===== config.mk =====
export PLATFORM = sky130hd
export DESIGN_NAME = instruction_fetch
export DESIGN_NICKNAME = d
export VERILOG_FILES = /design/src/rtl/instruction_fetch.sv
export SDC_FILE = /design/constraint.sdc
export NUM_CORES = 1
export LEC_CHECK = 0
export ABC_CLOCK_PERIOD_IN_PS = 2600
export BUFFER_PORTS_ARGS = -buffer_cell sky130_fd_sc_hd__buf_4
export CAP_MARGIN = 20
export CORE_MARGIN = 2
export CORE_UTILIZATION = 40
export DETAILED_ROUTE_END_ITERATION = 10
export PLACE_DENSITY_LB_ADDON = 0.05
export SLEW_MARGIN = 5
export SYNTH_ARGS = -nofsm -noshare
export SYNTH_HDL_FRONTEND = slang
export SYNTH_SLANG_ARGS = --single-unit

===== constraint.sdc =====
create_clock -name clk -period 2.6 [get_ports clk]
set_clock_uncertainty 0.15 [all_clocks]
set_input_delay 0.52 -clock clk [delete_from_list [all_inputs] [get_ports clk]]
set_output_delay 0.52 -clock clk [all_outputs]
set_load 0.01 [all_outputs]

===== src/rtl/instruction_fetch.sv =====
// Single-cycle instruction fetch stage: PC register, next-PC select and IF/ID pipeline register.
// Optional J/JAL predecode in fetch is enabled by defining FETCH_JUMP_PREDECODE_EN.
module instruction_fetch #(
    parameter logic [31:0] RESET_PC = 32'h00000000
) (
    input  logic        clk,
    input  logic        reset,
    input  logic        stall,
    input  logic        flush,
    input  logic        redirect_valid,
    input  logic [31:0] redirect_target,
    output logic [31:0] Address,
    input  logic [31:0] Instruction,
    output logic [31:0] IFID_Instruction,
    output logic [31:0] IFID_PC_plus4,
    output logic        IFID_valid
);

    logic [31:0] pc;
    logic [31:0] pc_plus4;
    logic [31:0] next_pc;

    // Natural 32-bit wrap gives the modulo-2^32 increment.
    assign pc_plus4 = pc + 32'd4;
    assign Address  = pc;

`ifdef FETCH_JUMP_PREDECODE_EN
    logic        is_jump;
    logic [31:0] jump_target;

    // Opcodes 0x02 (J) and 0x03 (JAL) differ only in bit 26.
    assign is_jump     = (Instruction[31:27] == 5'b00001);
    assign jump_target = {pc_plus4[31:28], Instruction[25:0], 2'b00};
`endif

    always_comb begin
        next_pc = pc_plus4;
        if (redirect_valid)
            next_pc = {redirect_target[31:2], 2'b00};
        else if (stall)
            next_pc = pc;
`ifdef FETCH_JUMP_PREDECODE_EN
        else if (is_jump)
            next_pc = jump_target;
`endif
    end

    always_ff @(posedge clk) begin
        if (reset)
            pc <= {RESET_PC[31:2], 2'b00};
        else
            pc <= next_pc;
    end

    // A redirect squashes the word fetched down the wrong path, so it bubbles like a flush.
    always_ff @(posedge clk) begin
        if (reset || flush || redirect_valid) begin
            IFID_Instruction <= 32'h0;
            IFID_PC_plus4    <= 32'h0;
            IFID_valid       <= 1'b0;
        end else if (!stall) begin
            IFID_Instruction <= Instruction;
            IFID_PC_plus4    <= pc_plus4;
            IFID_valid       <= 1'b1;
        end
    end

endmodule


==> results.json <==
{
  "die_height_um": 110,
  "fp-row-count": 38,
  "synth_edf_count": 0,
  "htree_levels": 3,
  "drive_gt1_share_pct": 29.5,
  "leakage_uw": 0.00247,
  "clk_pin_slew_worst_paths_ps": 60,
  "rsz0062_at_grt": "no",
  "routed_wl_um": 13500,
  "gp_congestion": 0.797,
  "dominantRegCellSynth": "dfxtp_1",
  "n_antenna_cell": 0,
  "cts_sinks": 93,
  "area_delta_synth_final_pct": 35.4,
  "fin_crit_sh_pct": 89.9,
  "crit_chain": "and4_1 -> nand3_1 -> or4_1 -> a311oi_1",
  "grt_usage_pct": 22.6,
  "hp-class": "in2reg",
  "clockBufferDepth": 2,
  "fmax_mhz": 428,
  "ios": 166,
  "report.final.slew_viol_count": 0,
  "power.density_mw_per_mm2": 563,
  "cts_tree": "built",
  "via_count": 4540,
  "start_kind": "flop",
  "hpwl_um": 9690,
  "r2r_setup_slack_ps": 260,
  "critPathArrivalTime_ps": 2430,
  "ys_types": 45,
  "synthTopCellsByArea": "dfxtp_1 41%, mux2i_1 7.1%, nor2_1 5.2%",
  "drc": 0,
  "grt_max_degree": 42,
  "yosysTopAreaCellShare_pct": 41.2,
  "post_drt_wl_per_cell_um": 16.5,
  "whs_path_depth": 3,
  "detail_route.iter0.violations": 332,
  "yosysSeqAreaShare_pct": 41.2,
  "avgSynthCellArea_um2": 8.57,
  "cp_max_fo": 10,
  "fin_setup_tns_ps": 0,
  "crit_buf_inv": 0,
  "synth_largest_area_cell": "dfxtp_1",
  "insertion_delay_ps": 340,
  "ant_nets": 0,
  "overflow": 0,
  "numCtsBuffers": 9,
  "ys_seq_elements": 93,
  "core_mm2": 0.0109,
  "hp-start": "Instruction[20]",
  "finalCriticalPeriod_ps": 2340,
  "syn_area_mm2": 0.00452,
  "critical_path.top_delay_family": "simple AND/OR/NAND/NOR gates",
  "cp_num_cells": 4,
  "cts_setup_buffers": 0,
  "startpoint": "Address[5]",
  "port_buffers": 159,
  "root_buffer": "clkbuf_16",
  "worstSetupPathType": "reg2reg",
  "yosys_warnings": 0,
  "rr_worst_depth": 4,
  "synth_commonest_cells": "93 x dfxtp_1, 62 x nor2_1, 36 x o21ai_0",
  "fin_total_pwr_uw": 3450,
  "critPathMaxStageDelay_ps": 560,
  "worst_pin_slew_ps": 577,
  "antenna_found_initial": 0,
  "initial_core_util_pct": 41.3,
  "required_ps": 2700,
  "via_per_inst": 5.58,
  "grt_first_pass_wirelength_um": 21400,
  "grt_pass1_vias": 4320,
  "fillers": 1042,
  "syn_inst": 527,
  "synth.most_common_cell": "dfxtp_1",
  "cap_violations": 0,
  "end_kind": "flop",
  "ctsResizeCount": 0,
  "first_pass_iters": 5,
  "maxSlewHeadroom_pct": 61.2,
  "async_reset_ff_share_pct": 0,
  "dieArea_mm2": 0.0122,
  "die_x_um": 110,
  "status": "completed",
  "num-nets-final": 739,
  "cp_slowest_cell": "or4_1",
  "hold_viol": 0,
  "setup_violations": 0,
  "cts_hold_buffers": 0,
  "r2r-start": "Address[5]",
  "ir_worst_vdd_mv": 0.402
}
-- power breakdown --
part           switching [uW]  internal [uW]
clock                     564            903
combinational             214            222
sequential               66.7           1480
-- cell type report --
class | instances | area [um2] | share of cell area, %
multi-input combinational | 376 | 2370 | 38.7
sequential | 93 | 1860 | 30.4
timing repair buffer | 178 | 1340 | 21.8
clock buffer | 12 | 256 | 4.19
tap | 140 | 175 | 2.86
clock inverter | 4 | 77.6 | 1.27
inverter | 11 | 41.3 | 0.675
-- stage by stage --
step           util [%]  setup slack [ps]  hold slack [ps]  cell area (um2)  std cells
3_5_place_dp       52.9               294              312             5780        798
4_1_cts            55.9               276              247             6120        814
2_1_floorplan         -               499              336             4530        530
6_report           55.9               264              253             6120        814
5_1_grt            55.9              56.0              264             6120        814
3_3_place_gp       52.9               371              298             5780        798
-- per-layer routing --
layer  up-vias  part of all wire [%]  global-route usage (%)
met5         -                     0                       0
met4         0                   2.3                    9.11
met3        24                   9.3                    7.17
met2       192                    45                    35.6
met1      2079                    43                    28.7
li1       2245                     -                       -
-- worst reg2reg max path, stage by stage, from the launching register on --
cell and delay (ps):
dfxtp_1 500, and4_1 470, nand3_1 300, or4_1 560
a311oi_1 270
-- sequential cells by signal, summed over array words and instances, names as in the netlist --
name and cells:
Address 30, IFID_Instruction 32, IFID_PC_plus4 30, IFID_valid 1
-- final timing paths --
path,to
max,Address[21]
min,IFID_Instruction[20]
max reg2reg,Address[21]
min reg2reg,IFID_PC_plus4[5]
-- cells in the final DEF, fill, tap and decap left out, drive strengths merged, types with 12 or more instances in the layout --
master	Yosys	layout
o31ai	16	16
clkbuf	30	12
or4	20	20
mux2i	32	32
a31oi	15	15
buf	18	178
nand2	23	23
nor2	62	62
dfxtp	93	93
nand3	20	20
nand4	15	15
a21oi	17	17
a311oi	17	17
o21ai	36	36
xnor2	12	12
inv	11	13
or3	13	13
-- cell families (layout without fill, tap and decap cells) --
logic type,count (synthesis),in the layout,share of synthesized area [%]
XOR/XNOR,15,15,2.91
flip-flops,93,93,41.2
buffers and inverters,61,205,6.73
AO/OA/AOI/OAI,129,129,18.9
multiplexers,32,32,7.09
adder cells (fa/ha/maj),1,1,0.277
other,1,4,0.0830
AND/OR/NAND/NOR,195,195,22.8
Note: power is estimated with default switching activity, not from simulation.
